==> src/rtl/enc8b10b_pkg.sv <==
// Shared 8b/10b definitions: sync states, comma symbols, RD encoding and the
// 6b sub-block decode result.
package enc8b10b_pkg;

    typedef enum logic [1:0] {LOSS, ACQ, SYNC} sync_state_t;

    localparam logic [9:0] K28_5_RDN = 10'h0FA;
    localparam logic [9:0] K28_5_RDP = 10'h305;

    localparam logic RD_NEG = 1'b0;
    localparam logic RD_POS = 1'b1;

    // set_p/set_n give the RD a sub-block forces; unbal marks a +-2 sub-block
    typedef struct packed {
        logic [4:0] dat;
        logic       valid;
        logic       k28;
        logic       unbal;
        logic       set_p;
        logic       set_n;
    } dec6_t;

    function automatic logic [2:0] ones4(input logic [3:0] v);
        return {2'b00, v[0]} + {2'b00, v[1]} + {2'b00, v[2]} + {2'b00, v[3]};
    endfunction

endpackage

==> src/rtl/decoder_6b5b.sv <==
// Combinational 6b->5b lookup with validity, K28 marker and disparity class.
module decoder_6b5b
    import enc8b10b_pkg::*;
(
    input  logic [5:0] code6,
    output dec6_t      res
);

    logic [2:0] ones;

    always_comb begin
        ones = 3'd0;
        for (int i = 0; i < 6; i++) ones = ones + {2'b00, code6[i]};
    end

    always_comb begin
        res       = '0;
        res.valid = 1'b1;
        res.unbal = (ones != 3'd3);
        res.set_p = (ones > 3'd3) || (code6 == 6'b000111);
        res.set_n = (ones < 3'd3) || (code6 == 6'b111000);
        case (code6)
            6'b100111, 6'b011000: res.dat = 5'd0;
            6'b011101, 6'b100010: res.dat = 5'd1;
            6'b101101, 6'b010010: res.dat = 5'd2;
            6'b110001:            res.dat = 5'd3;
            6'b110101, 6'b001010: res.dat = 5'd4;
            6'b101001:            res.dat = 5'd5;
            6'b011001:            res.dat = 5'd6;
            6'b111000, 6'b000111: res.dat = 5'd7;
            6'b111001, 6'b000110: res.dat = 5'd8;
            6'b100101:            res.dat = 5'd9;
            6'b010101:            res.dat = 5'd10;
            6'b110100:            res.dat = 5'd11;
            6'b001101:            res.dat = 5'd12;
            6'b101100:            res.dat = 5'd13;
            6'b011100:            res.dat = 5'd14;
            6'b010111, 6'b101000: res.dat = 5'd15;
            6'b011011, 6'b100100: res.dat = 5'd16;
            6'b100011:            res.dat = 5'd17;
            6'b010011:            res.dat = 5'd18;
            6'b110010:            res.dat = 5'd19;
            6'b001011:            res.dat = 5'd20;
            6'b101010:            res.dat = 5'd21;
            6'b011010:            res.dat = 5'd22;
            6'b111010, 6'b000101: res.dat = 5'd23;
            6'b110011, 6'b001100: res.dat = 5'd24;
            6'b100110:            res.dat = 5'd25;
            6'b010110:            res.dat = 5'd26;
            6'b110110, 6'b001001: res.dat = 5'd27;
            6'b001110:            res.dat = 5'd28;
            6'b101110, 6'b010001: res.dat = 5'd29;
            6'b011110, 6'b100001: res.dat = 5'd30;
            6'b101011, 6'b010100: res.dat = 5'd31;
            6'b001111, 6'b110000: begin
                res.dat = 5'd28;
                res.k28 = 1'b1;
            end
            default: res.valid = 1'b0;
        endcase
    end

endmodule

==> src/rtl/decoder_8b10b.sv <==
// 8b/10b receive decoder: 4b lookup, running disparity, error flags and the
// comma-based sync state machine.
module decoder_8b10b
    import enc8b10b_pkg::*;
#(
    parameter int SYNC_COMMAS = 3,
    parameter int ERR_LIMIT   = 4,
    parameter int GOOD_RUN    = 16
) (
    input  logic       clk,
    input  logic       rst_n,
    input  logic       valid_in,
    input  logic [9:0] data_in,
    output logic       valid_out,
    output logic [7:0] data_out,
    output logic       k_out,
    output logic       code_err,
    output logic       disp_err,
    output logic       rd_out,
    output logic       sync
);

    localparam int CW = $clog2(SYNC_COMMAS + 1);
    localparam int EW = $clog2(ERR_LIMIT + 1);
    localparam int GW = $clog2(GOOD_RUN + 1);
    localparam logic [CW-1:0] COMMA_TGT = CW'(SYNC_COMMAS);
    localparam logic [EW-1:0] ERR_TGT   = EW'(ERR_LIMIT);
    localparam logic [GW-1:0] GOOD_LAST = GW'(GOOD_RUN - 1);

    sync_state_t   state, state_n;
    logic [CW-1:0] comma_cnt, comma_cnt_n;
    logic [EW-1:0] err_cnt, err_cnt_n;
    logic [GW-1:0] good_cnt, good_cnt_n;

    dec6_t      d6;
    logic [3:0] f4, f4_lu;
    logic [2:0] d3, ones_f4;
    logic       d4_ok, a7, k7, a7_ok, k28_ok;
    logic       pos4, neg4, unbal4, rd_mid, rd_fin, rd_n;
    logic       code_n, disp_n, k_n, err, comma;

    decoder_6b5b u_dec6 (.code6(data_in[9:4]), .res(d6));

    // K28 at RD+ sends the 4b sub-block inverted, so undo that before lookup
    assign f4    = data_in[3:0];
    assign f4_lu = (d6.k28 && data_in[9:4] == 6'b110000) ? ~f4 : f4;

    always_comb begin
        d3    = 3'd0;
        d4_ok = 1'b1;
        a7    = 1'b0;
        case (f4_lu)
            4'b1011, 4'b0100: d3 = 3'd0;
            4'b1001:          d3 = 3'd1;
            4'b0101:          d3 = 3'd2;
            4'b1100, 4'b0011: d3 = 3'd3;
            4'b1101, 4'b0010: d3 = 3'd4;
            4'b1010:          d3 = 3'd5;
            4'b0110:          d3 = 3'd6;
            4'b1110, 4'b0001: d3 = 3'd7;
            4'b0111, 4'b1000: begin
                d3 = 3'd7;
                a7 = 1'b1;
            end
            default: d4_ok = 1'b0;
        endcase
    end

    assign k28_ok = f4_lu inside {4'b0100, 4'b1001, 4'b0101, 4'b0011,
                                  4'b0010, 4'b1010, 4'b0110, 4'b1000};
    assign k7     = d6.dat inside {5'd23, 5'd27, 5'd29, 5'd30};
    assign a7_ok  = (d6.dat inside {5'd17, 5'd18, 5'd20} && f4 == 4'b0111) ||
                    (d6.dat inside {5'd11, 5'd13, 5'd14} && f4 == 4'b1000);

    assign code_n = !d6.valid || !d4_ok ||
                    (d6.k28 ? !k28_ok : (a7 && !k7 && !a7_ok));
    assign k_n    = !code_n && (d6.k28 || (a7 && k7));

    assign ones_f4 = ones4(f4);
    assign pos4    = (ones_f4 > 3'd2) || (f4 == 4'b0011);
    assign neg4    = (ones_f4 < 3'd2) || (f4 == 4'b1100);
    assign unbal4  = (ones_f4 != 3'd2);

    assign rd_mid = d6.set_p ? RD_POS : (d6.set_n ? RD_NEG : rd_out);
    assign rd_fin = pos4 ? RD_POS : (neg4 ? RD_NEG : rd_mid);
    assign disp_n = !code_n && ((d6.unbal && (d6.set_p == rd_out)) ||
                                (unbal4 && (pos4 == rd_mid)));
    assign rd_n   = code_n ? rd_out : rd_fin;

    assign err   = code_n || disp_n;
    assign comma = !err && (data_in == K28_5_RDN || data_in == K28_5_RDP);

    always_comb begin
        state_n     = state;
        comma_cnt_n = comma_cnt;
        err_cnt_n   = err_cnt;
        good_cnt_n  = good_cnt;
        if (valid_in) begin
            case (state)
                LOSS: if (comma) begin
                    if (COMMA_TGT == CW'(1)) begin
                        state_n    = SYNC;
                        err_cnt_n  = '0;
                        good_cnt_n = '0;
                    end else begin
                        state_n     = ACQ;
                        comma_cnt_n = CW'(1);
                    end
                end
                ACQ: begin
                    if (!comma) begin
                        state_n     = LOSS;
                        comma_cnt_n = '0;
                    end else if (comma_cnt + 1'b1 == COMMA_TGT) begin
                        state_n     = SYNC;
                        comma_cnt_n = '0;
                        err_cnt_n   = '0;
                        good_cnt_n  = '0;
                    end else begin
                        comma_cnt_n = comma_cnt + 1'b1;
                    end
                end
                SYNC: begin
                    if (err) begin
                        good_cnt_n = '0;
                        if (err_cnt + 1'b1 == ERR_TGT) begin
                            state_n   = LOSS;
                            err_cnt_n = '0;
                        end else begin
                            err_cnt_n = err_cnt + 1'b1;
                        end
                    end else if (good_cnt == GOOD_LAST) begin
                        good_cnt_n = '0;
                        if (err_cnt != '0) err_cnt_n = err_cnt - 1'b1;
                    end else begin
                        good_cnt_n = good_cnt + 1'b1;
                    end
                end
                default: state_n = LOSS;
            endcase
        end
    end

    always_ff @(posedge clk or negedge rst_n) begin
        if (!rst_n) begin
            state     <= LOSS;
            comma_cnt <= '0;
            err_cnt   <= '0;
            good_cnt  <= '0;
            valid_out <= 1'b0;
            data_out  <= 8'h00;
            k_out     <= 1'b0;
            code_err  <= 1'b0;
            disp_err  <= 1'b0;
            rd_out    <= RD_NEG;
        end else begin
            state     <= state_n;
            comma_cnt <= comma_cnt_n;
            err_cnt   <= err_cnt_n;
            good_cnt  <= good_cnt_n;
            valid_out <= valid_in;
            if (valid_in) begin
                data_out <= {d3, d6.dat};
                k_out    <= k_n;
                code_err <= code_n;
                disp_err <= disp_n;
                rd_out   <= rd_n;
            end
        end
    end

    assign sync = (state == SYNC);

endmodule

==> config.mk <==
export PLATFORM = sky130hd
export DESIGN_NAME = decoder_8b10b
export DESIGN_NICKNAME = d
export VERILOG_FILES = /design/src/rtl/enc8b10b_pkg.sv /design/src/rtl/decoder_6b5b.sv /design/src/rtl/decoder_8b10b.sv
export SDC_FILE = /design/constraint.sdc
export NUM_CORES = 1
export LEC_CHECK = 0
export BUFFER_PORTS_ARGS = -buffer_cell sky130_fd_sc_hd__buf_2
export CORE_MARGIN = 3
export CORE_UTILIZATION = 49
export CTS_CLUSTER_SIZE = 40
export DETAILED_ROUTE_END_ITERATION = 10
export PLACE_DENSITY = 0.7
export SLEW_MARGIN = 5
export SYNTH_ARGS = -nofsm -noshare
export SYNTH_HDL_FRONTEND = slang
export SYNTH_SLANG_ARGS = --single-unit
==> constraint.sdc <==
create_clock -name clk -period 3.95 [get_ports clk]
set_input_delay 0 -clock clk [delete_from_list [all_inputs] [get_ports clk]]
set_output_delay 0 -clock clk [all_outputs]
set_load 0.1 [all_outputs]
==> impl_metrics.py, run 1 <==
metrics = {
    "drt": {
        "wirelength_met1_um": 3410,
        "avgRoutedWirePerCell_um": 15.3,
        "viasPerCell": 6.13,
        "wl_um": 7020,
        "drc": 0,
        "highest_layer": "met4",
        "vias": 2806,
        "met3_length_um": 353,
        "drtIter0Drc": 245,
        "wl_met2_um": 3210,
        "ant_nets": 0,
        "firstDrtPassIters": 4,
    },
    "clocking": {
        "postCtsHoldBufs": 1,
        "clock-sinks": 25,
        "postCtsSetupRepairBufs": 0,
        "post_cts_resized": 0,
        "ctsRootBufferMaster": "clkbuf_8",
        "cts_tree": "done",
        "path_clk_slew_ns": 0.09,
        "cts_buffer_depth": 2,
        "insertion_delay_ns": 0.27,
        "cts_made_buffers": 3,
        "htree_levels": 1,
    },
    "sta": {
        "fin_skew_ns": 0.00496,
        "relSlewSlack_pct": 60.8,
        "finalHoldViolations": 0,
        "period_minus_slack_ns": 3.45,
        "drv_slew": 0,
        "fmax_ghz": 0.290,
        "tightest_slew_ns": 0.584,
        "setup_violations": 0,
        "finalCritPeriodShare_pct": 87.3,
        "setup_tns_ns": 0,
        "rsz0062_at_grt": "no",
    },
    "setup_path": {
        "crit_family": "adder cells",
        "endpoint_kind": "register",
        "cp.arrival_ns": 3.65,
        "worstReg2RegStart": "rd_out",
        "slowest_delay_ns": 0.48,
        "path_cells": "buf_2 > inv_1 > ha_1 > inv_1 > fa_1 > fa_1 > inv_1 > fa_1 > nor3b_1 > o21ai_0 > mux2i_1 > a21oi_1 > o221ai_1 > nor4_1 > buf_4 > nand2_1 > a21o_1 > or4_1 > o21ai_1",
        "path_max_fanout": 6,
        "crit_required_ns": 4.15,
        "worst-path-buf-inv": 5,
        "cp-startpoint": "data_in[4]",
        "timing_worst_setup_path_type": "in2reg",
        "cp_slowest_cell": "or4_1",
        "start_kind": "primary input",
    },
    "synthesis": {
        "yosysSeqAreaShare_pct": 21.2,
        "syn_avg_cell_area_um2": 7.96,
        "synthArstFlopShare_pct": 100,
        "synth_nets": 408,
        "syn-cell-area_um2": 2950,
        "synth_edf_count": 0,
        "synth_seq_cells": 25,
        "yosysUniqueCellTypes": 71,
        "synth-main-ff-cell": "dfrtp_1",
        "ys_warn_count": 0,
        "synthCells": 371,
    },
    "global_routing": {
        "grt_pass1_wl_um": 12400,
        "antenna_found_initial": 0,
        "grt_max_degree": 30,
        "grt.total_usage_pct": 20.5,
        "grt_pass1_vias": 2595,
        "grt.overflow.total": 0,
    },
    "power_and_ir_drop": {
        "peakVddDrop_uv": 242,
        "power.density_nw_per_um2": 322,
        "p_total_mw": 1.01,
        "p_leak_nw": 1.30,
    },
    "status": {
        "outcome": "finished clean",
    },
    "floorplanning": {
        "die_w_um": 83.6,
        "start_util_pct": 52.1,
        "core-area_um2": 5680,
        "die-area_um2": 7000,
        "dieHeight_um": 83.6,
        "io_pins": 27,
        "rows": 27,
    },
    "layout": {
        "multi_input_area_um2": 2080,
        "seqCellArea_um2": 626,
        "layout.nets": 424,
        "n_antenna_cell": 0,
        "syn_to_final_growth_pct": 6.65,
        "drive_gt1_share_pct": 14.8,
        "fillers": 543,
    },
    "place": {
        "gp_congestion": 0.963,
        "dp.final_hpwl_um": 5170,
        "io_buffers": 26,
    },
    "hold_path": {
        "hold_start": "valid_in",
        "hp-class": "in2reg",
    },
    "run": {
        "drv_cap": 0,
    },
}
power breakdown:
group	switching [mW]	internal, mW	total [mW]	leakage [nW]
logic	0.394	0.164	0.557	0.955
clock network	0.0847	0.0707	0.155	0.0255
registers	0.0172	0.284	0.301	0.320
total	0.496	0.519	1.01	1.30
routing by layer:
metal / up-vias / GRT usage (%)
met1: 1331 / 30.6
met5: - / 0
li1: 1378 / -
met2: 91 / 32.0
met3: 6 / 2.67
met4: 0 / 3.07
metrics by stage:
stage / instances / util (%) / hold slack, ns / cell area, µm² / setup WS, ns
finish: 458 / 55.5 / 0.0391 / 3150 / 0.501
global route: 458 / 55.5 / 0.0468 / 3150 / 0.150
CTS: 458 / 55.5 / 0.0335 / 3150 / 0.499
detailed placement: 453 / 54.5 / 0.0313 / 3090 / 0.216
global placement: 453 / 54.5 / 0.0313 / 3090 / 0.271
floorplan: 371 / - / -0.296 / 2950 / 0.425
final cells by class:
class / instances / area share (%)
Sequential cell: 25 / 19.9
Clock inverter: 1 / 0.159
Tap cell: 72 / 2.86
Multi-Input combinational cell: 294 / 66.0
Inverter: 27 / 3.22
Clock buffer: 3 / 1.31
Timing Repair Buffer: 36 / 6.59
placed cells by master (no fill, tap or decap), types with 4 or more instances in the layout:
cell	count
nand3_1	14
a21o_1	4
nor4_1	6
nand3b_1	4
o22ai_1	5
nor2b_1	10
a31oi_1	10
buf_2	26
mux2i_1	15
o21ai_0	18
nand2_1	29
nor3_1	12
o31ai_1	5
ha_1	20
fa_1	4
a21oi_1	19
inv_1	25
nand2b_1	10
buf_4	9
nor2_1	33
dfrtp_1	25
worst reg2reg max path, cell delays in order (launching register included):
cell      delay, ns
dfrtp_1        0.41
a21oi_1        0.05
o21ai_0        0.16
o221ai_1       0.19
nor4_1         0.21
buf_4          0.17
nand2_1        0.05
a21o_1         0.23
or4_1          0.48
o21ai_1        0.08
kinds of logic after synthesis:
family	synth area share, %
muxes	6.23
adders and majority gates	11.9
xor gates and xnor gates	0.890
AOI/OAI and AO/OA	24.0
and+or+nand+nor	27.4
buffers and inverters	8.43
DFF	21.2
registers in the layout, indices dropped and copies added (netlist names):
register	flops
k_out	1
disp_err	1
state	2
good_cnt	5
data_out	8
rd_out	1
comma_cnt	2
code_err	1
err_cnt	3
valid_out	1
synthesized netlist by cell type, drive strengths merged (10+ instances only):
| cell | number | area [µm²] |
|---|---|---|
| a21oi | 19 | 95.1 |
| buf | 11 | 95.1 |
| inv | 26 | 97.6 |
| ha | 20 | 250 |
| dfrtp | 25 | 626 |
| nor2b | 11 | 71.3 |
| nand2 | 29 | 109 |
| clkbuf | 14 | 52.6 |
| nor3 | 13 | 70.1 |
| a31oi | 10 | 62.6 |
| mux2i | 15 | 150 |
| nand3 | 14 | 70.1 |
| nor2 | 33 | 124 |
| o21ai | 21 | 105 |
| nand2b | 10 | 62.6 |
final timing paths:
| path | cells past startpoint | to | slack, ns |
|---|---|---|---|
| setup / recovery | 19 | good_cnt[3] | 0.50 |
| hold / removal | 1 | valid_out | 0.04 |
| setup reg to reg | 9 | good_cnt[3] | 1.85 |
| hold reg to reg | 2 | code_err | 0.50 |
| max in group asynchronous | 2 | err_cnt[1] | 3.33 |
| min in group asynchronous | 2 | data_out[0] | 0.25 |
(Power assumes the default switching activity.)
==> run 2: changes to the inputs <==
Settings changed: MAX_ROUTING_LAYER from default to met4.
==> run 2 against run 1 <==
  * Total power grew 0.41%
  * Cell area grew 0.20%
  * Critical path depth is the same
  * Die area is the same
  * Fmax shrank 2.0%
  * Via count grew 1.2%
  * Utilization grew 0.11 points
  * Critical path type unchanged
  * Largest power group unchanged
==> impl_metrics.py, run 2 (same netlist as run 1, synthesis figures left out) <==
metrics = {
    "status": {
        "outcome": "finished clean",
    },
    "drt": {
        "viasPerCell": 6.20,
        "drtIter0Drc": 444,
        "avgRoutedWirePerCell_um": 15.6,
        "vias": 2839,
        "wl_um": 7150,
        "firstDrtPassIters": 5,
        "ant_nets": 0,
        "drc": 0,
    },
    "setup_path": {
        "endpoint_kind": "register",
        "r2r_cells": 9,
        "cp_slowest_cell": "fa_1",
        "r2r_slack_ns": 1.81,
        "start_kind": "primary input",
        "cp.arrival_ns": 3.72,
        "crit_required_ns": 4.15,
        "worstReg2RegStart": "rd_out",
        "path_cells": "buf_2 > inv_1 > ha_1 > inv_1 > fa_1 > fa_1 > inv_1 > fa_1 > nor3b_1 > buf_4 > a21oi_1 > o21ai_0 > o221ai_1 > nor4_2 > buf_4 > nand2_1 > a21o_1 > or4_1 > o21ai_1",
        "path_max_fanout": 6,
        "timing.rr.end": "good_cnt[3]",
        "slowest_delay_ns": 0.49,
        "timing_worst_setup_path_type": "in2reg",
    },
    "sta": {
        "relSlewSlack_pct": 61.7,
        "fin_hold_ws_ns": 0.0499,
        "finalHoldViolations": 0,
        "period_minus_slack_ns": 3.52,
        "setup_violations": 0,
        "drv_slew": 0,
        "fin_skew_ns": 0.00500,
        "setup_tns_ns": 0,
        "rsz0062_at_grt": "no",
        "fmax_ghz": 0.284,
        "finalCritPeriodShare_pct": 89.1,
        "tightest_slew_ns": 0.575,
    },
    "floorplanning": {
        "die-area_um2": 7000,
        "core-area_um2": 5680,
        "dieHeight_um": 83.6,
        "io_pins": 27,
        "start_util_pct": 52.1,
        "die_w_um": 83.6,
        "rows": 27,
    },
    "layout": {
        "final_util_pct": 55.6,
        "regMostFlops": "data_out",
        "largest_reg_flops": 8,
        "reg_top3": "data_out x8, good_cnt x5, err_cnt x3",
        "final_common_cell": "nor2_1",
        "fillers": 534,
        "multi_input_area_um2": 2090,
        "seqCellArea_um2": 626,
        "layout.nets": 424,
        "layout_common_cells": "nor2_1 (33), nand2_1 (29), buf_2 (26)",
        "syn_to_final_growth_pct": 6.86,
        "drive_gt1_share_pct": 15.0,
        "n_antenna_cell": 0,
    },
    "clocking": {
        "cts_made_buffers": 3,
        "cts_buffer_depth": 2,
        "cts_tree": "done",
        "clock-sinks": 25,
        "insertion_delay_ns": 0.27,
        "htree_levels": 1,
        "path_clk_slew_ns": 0.09,
        "postCtsSetupRepairBufs": 0,
        "ctsRootBufferMaster": "clkbuf_8",
    },
    "hold_path": {
        "hold-path-endpoint": "valid_out",
        "hold_start": "valid_in",
        "hp-class": "in2reg",
        "hold_depth": 1,
    },
    "place": {
        "gp_congestion": 0.962,
        "io_buffers": 26,
        "dp.final_hpwl_um": 5220,
    },
    "power_and_ir_drop": {
        "power.density_nw_per_um2": 323,
        "p_total_mw": 1.02,
        "p_leak_nw": 1.30,
        "peakVddDrop_uv": 242,
    },
    "global_routing": {
        "grt.overflow.total": 0,
        "grt.total_usage_pct": 21.3,
        "grt_max_degree": 30,
        "antenna_found_initial": 0,
        "grt_pass1_wl_um": 12600,
        "grt_pass1_vias": 2646,
    },
    "run": {
        "drv_cap": 0,
    },
}
## run 2: cell counts in the layout (fill, tap and decap cells not counted)
Identical to the previous run, type by type.
## run 2: repair_timing
action                                  CTS  global route
endpoints found under the hold margin    25             0
hold buffers                              1             0
endpoints found under the setup margin    0             3
gates resized for setup                   0             1
## run 2: worst max-delay path: cells and delay by family
kind	cells	cell delay, ns
adders and majority gates	4	1.39
AOI/OAI and AO/OA	5	0.77
and+or+nand+nor	4	0.96
buffers and inverters	6	0.59
## run 2: worst max-delay path by stage
stage / slack [ns] / end / start
final: 0.43 / good_cnt[3] / data_in[4]
after global routing: 0.05 / state[0] / data_in[4]
after CTS: 0.39 / good_cnt[3] / data_in[5]
after detailed placement: 0.12 / good_cnt[3] / data_in[4]
after global placement: 0.27 / good_cnt[3] / data_in[4]
after floorplan: 0.42 / good_cnt[3] / data_in[4]
## run 2: where the power goes
part / internal, mW / leakage (nW) / switching [mW]
Sequential: 0.284 / 0.320 / 0.0171
Clock: 0.0706 / 0.0255 / 0.0844
Combinational: 0.165 / 0.956 / 0.397
## run 2: metal layers
metal / GRT usage (%) / up-vias / routed length, µm
met4: 3.07 / 0 / 74
met3: 2.96 / 10 / 400
met2: 32.0 / 110 / 3210
met1: 31.2 / 1327 / 3460
li1: - / 1392 / -
met5: - / - / 0
## run 2: final cells by class
class | instances | area share (%)
clock buffer | 3 | 1.31
clock inverter | 1 | 0.159
inverter | 27 | 3.21
multi-input combinational | 294 | 66.1
sequential | 25 | 19.8
tap | 72 | 2.85
timing repair buffer | 36 | 6.58
## run 2: per-stage QoR
stage                     setup WS, ns  std cells  area, µm²
final                            0.430        458       3160
after global routing            0.0452        458       3160
after CTS                        0.393        458       3150
after detailed placement         0.122        453       3090
after global placement           0.271        453       3090
after floorplan                  0.425        371       2950
==> run 3: changes to the inputs <==
Clock period 3.95 ns to 4 ns, I/O delays scaled along.
==> run 3 against run 2 <==
  * Setup slack improved by 0.013 ns
  * Sequential cell count stayed put
  * Sequential share of layout area up 0.087 points
  * Utilization shrank 0.24 points
  * Register-to-register slack lost 0.02 ns
  * Routed wire length is 1.2% lower
  * Worst hold slack worse by 0.011 ns
  * Die area unchanged
  * Critical endpoint unchanged
==> impl_metrics.py, run 3 (same netlist as run 1, synthesis figures left out) <==
metrics = {
    "status": {
        "outcome": "finished clean",
    },
    "setup_path": {
        "timing.rr.end": "good_cnt[3]",
        "slowest_delay_ns": 0.49,
        "worst-path-buf-inv": 6,
        "worstReg2RegStart": "rd_out",
        "endpoint_kind": "register",
        "path_max_fanout": 6,
        "crit_required_ns": 4.19,
        "timing_worst_setup_path_type": "in2reg",
        "crit_family": "adder cells",
        "cp_slowest_cell": "fa_1",
        "r2r_cells": 9,
        "path_cells": "buf_2 > inv_1 > ha_1 > inv_1 > fa_1 > fa_1 > inv_1 > fa_1 > nor3b_1 > buf_4 > a21oi_1 > o21ai_0 > o221ai_1 > nor4_1 > buf_4 > nand2_1 > a21o_1 > or4_1 > o21ai_1",
        "cp.arrival_ns": 3.75,
        "start_kind": "primary input",
        "r2r_slack_ns": 1.79,
    },
    "floorplanning": {
        "dieHeight_um": 83.6,
        "die-area_um2": 7000,
        "rows": 27,
        "io_pins": 27,
        "core-area_um2": 5680,
        "start_util_pct": 52.1,
        "die_w_um": 83.6,
    },
    "place": {
        "placed_cell_area_um2": 3090,
        "pre_cts_ws_ns": 0.197,
        "dp.final_hpwl_um": 5200,
        "io_buffers": 26,
        "gp_congestion": 0.993,
    },
    "run": {
        "drv_cap": 0,
    },
    "drt": {
        "ant_nets": 0,
        "drc": 0,
        "viasPerCell": 6.15,
        "wl_um": 7060,
        "vias": 2812,
        "avgRoutedWirePerCell_um": 15.4,
        "drtIter0Drc": 328,
        "firstDrtPassIters": 5,
    },
    "layout": {
        "multi_input_area_um2": 2080,
        "final_design_area_no_fill_um2": 3140,
        "largest_reg_flops": 8,
        "regMostFlops": "data_out",
        "syn_to_final_growth_pct": 6.40,
        "fillers": 533,
        "layout_common_cells": "nor2_1 (33), nand2_1 (29), buf_2 (26)",
        "seqCellArea_um2": 626,
        "drive_gt1_share_pct": 14.5,
        "final_common_cell": "nor2_1",
        "reg_top3": "data_out x8, good_cnt x5, err_cnt x3",
        "n_antenna_cell": 0,
        "layout.nets": 423,
    },
    "global_routing": {
        "grt_max_degree": 30,
        "grt.total_usage_pct": 21.0,
        "grt_pass1_wl_um": 12400,
        "grt.overflow.total": 0,
        "grt_pass1_vias": 2614,
        "antenna_found_initial": 0,
    },
    "sta": {
        "relSlewSlack_pct": 62.1,
        "rsz0062_at_grt": "no",
        "tightest_slew_ns": 0.569,
        "period_minus_slack_ns": 3.56,
        "setup_slack_ns": 0.443,
        "finalHoldViolations": 0,
        "drv_slew": 0,
        "setup_tns_ns": 0,
        "fmax_ghz": 0.281,
        "finalCritPeriodShare_pct": 88.9,
        "setup_violations": 0,
        "fin_skew_ns": 0.00713,
        "fin_hold_ws_ns": 0.0384,
    },
    "clocking": {
        "clock-sinks": 25,
        "cts_tree": "done",
        "path_clk_slew_ns": 0.09,
        "insertion_delay_ns": 0.27,
        "cts_buffer_depth": 2,
        "ctsRootBufferMaster": "clkbuf_8",
        "htree_levels": 1,
        "cts_made_buffers": 3,
        "post_cts_resized": 0,
    },
    "power_and_ir_drop": {
        "power.density_nw_per_um2": 319,
        "p_leak_nw": 1.30,
        "peakVddDrop_uv": 239,
    },
    "hold_path": {
        "hold-path-endpoint": "valid_out",
        "hold_start": "valid_in",
        "hp-class": "in2reg",
        "hold_depth": 1,
    },
}
run 3: cell types whose count changed in the layout (fill, tap and decap cells not counted):
| cell | previous run | this run |
|---|---|---|
| nor4_1 | 5 | 6 |
| buf_4 | 9 | 8 |
| nor4_2 | 1 | 0 |
run 3: layer usage:
layer,up-vias,GRT usage [%],wire [µm]
met5,-,-,0
met4,0,3.51,55
met3,6,2.17,314
met2,99,32.2,3200
met1,1327,30.5,3490
li1,1380,-,-
run 3: worst reg2reg max path, stage by stage, from the launching register on:
cell and delay [ns]:
dfrtp_1 0.42, a21oi_1 0.06, o21ai_0 0.16, o221ai_1 0.20, nor4_1 0.23, buf_4 0.17
nand2_1 0.06, a21o_1 0.24, or4_1 0.49, o21ai_1 0.10
run 3: how the worst max path moves through the flow:
stage,startpoint,to,slack [ns],depth (start not counted)
after CTS,data_in[5],good_cnt[3],0.47,19
after floorplan,data_in[4],good_cnt[3],0.47,16
final,data_in[4],good_cnt[3],0.44,19
after global placement,data_in[4],good_cnt[3],0.32,19
after global routing,data_in[5],state[0],0.21,19
after detailed placement,data_in[5],good_cnt[3],0.20,19
run 3: stage by stage:
stage	util [%]	power [mW]	instances
2_1_floorplan	-	0.742	371
3_3_place_gp	54.4	0.843	452
3_5_place_dp	54.4	0.850	452
4_1_cts	55.4	1.00	457
5_1_grt	55.4	1.07	457
6_report	55.4	1.00	457
run 3: area by class of cell:
class / instances / share of cell area, %
repair buffers: 35 / 6.37
well taps: 72 / 2.87
clock inverters: 1 / 0.159
inverters: 27 / 3.22
clock buffers: 3 / 1.31
flip-flops and latches: 25 / 19.9
multi-input cells: 294 / 66.2
run 3: timing repair:
| item | in CTS | in global routing |
|---|---|---|
| hold buffers | 1 | 0 |
| buffers inserted | 0 | 0 |
| endpoints found under the hold margin | 25 | 0 |
run 3: power by group:
group	internal [mW]	switching, mW
clock	0.0698	0.0820
combinational	0.161	0.391
sequential	0.281	0.0171
total	0.512	0.490
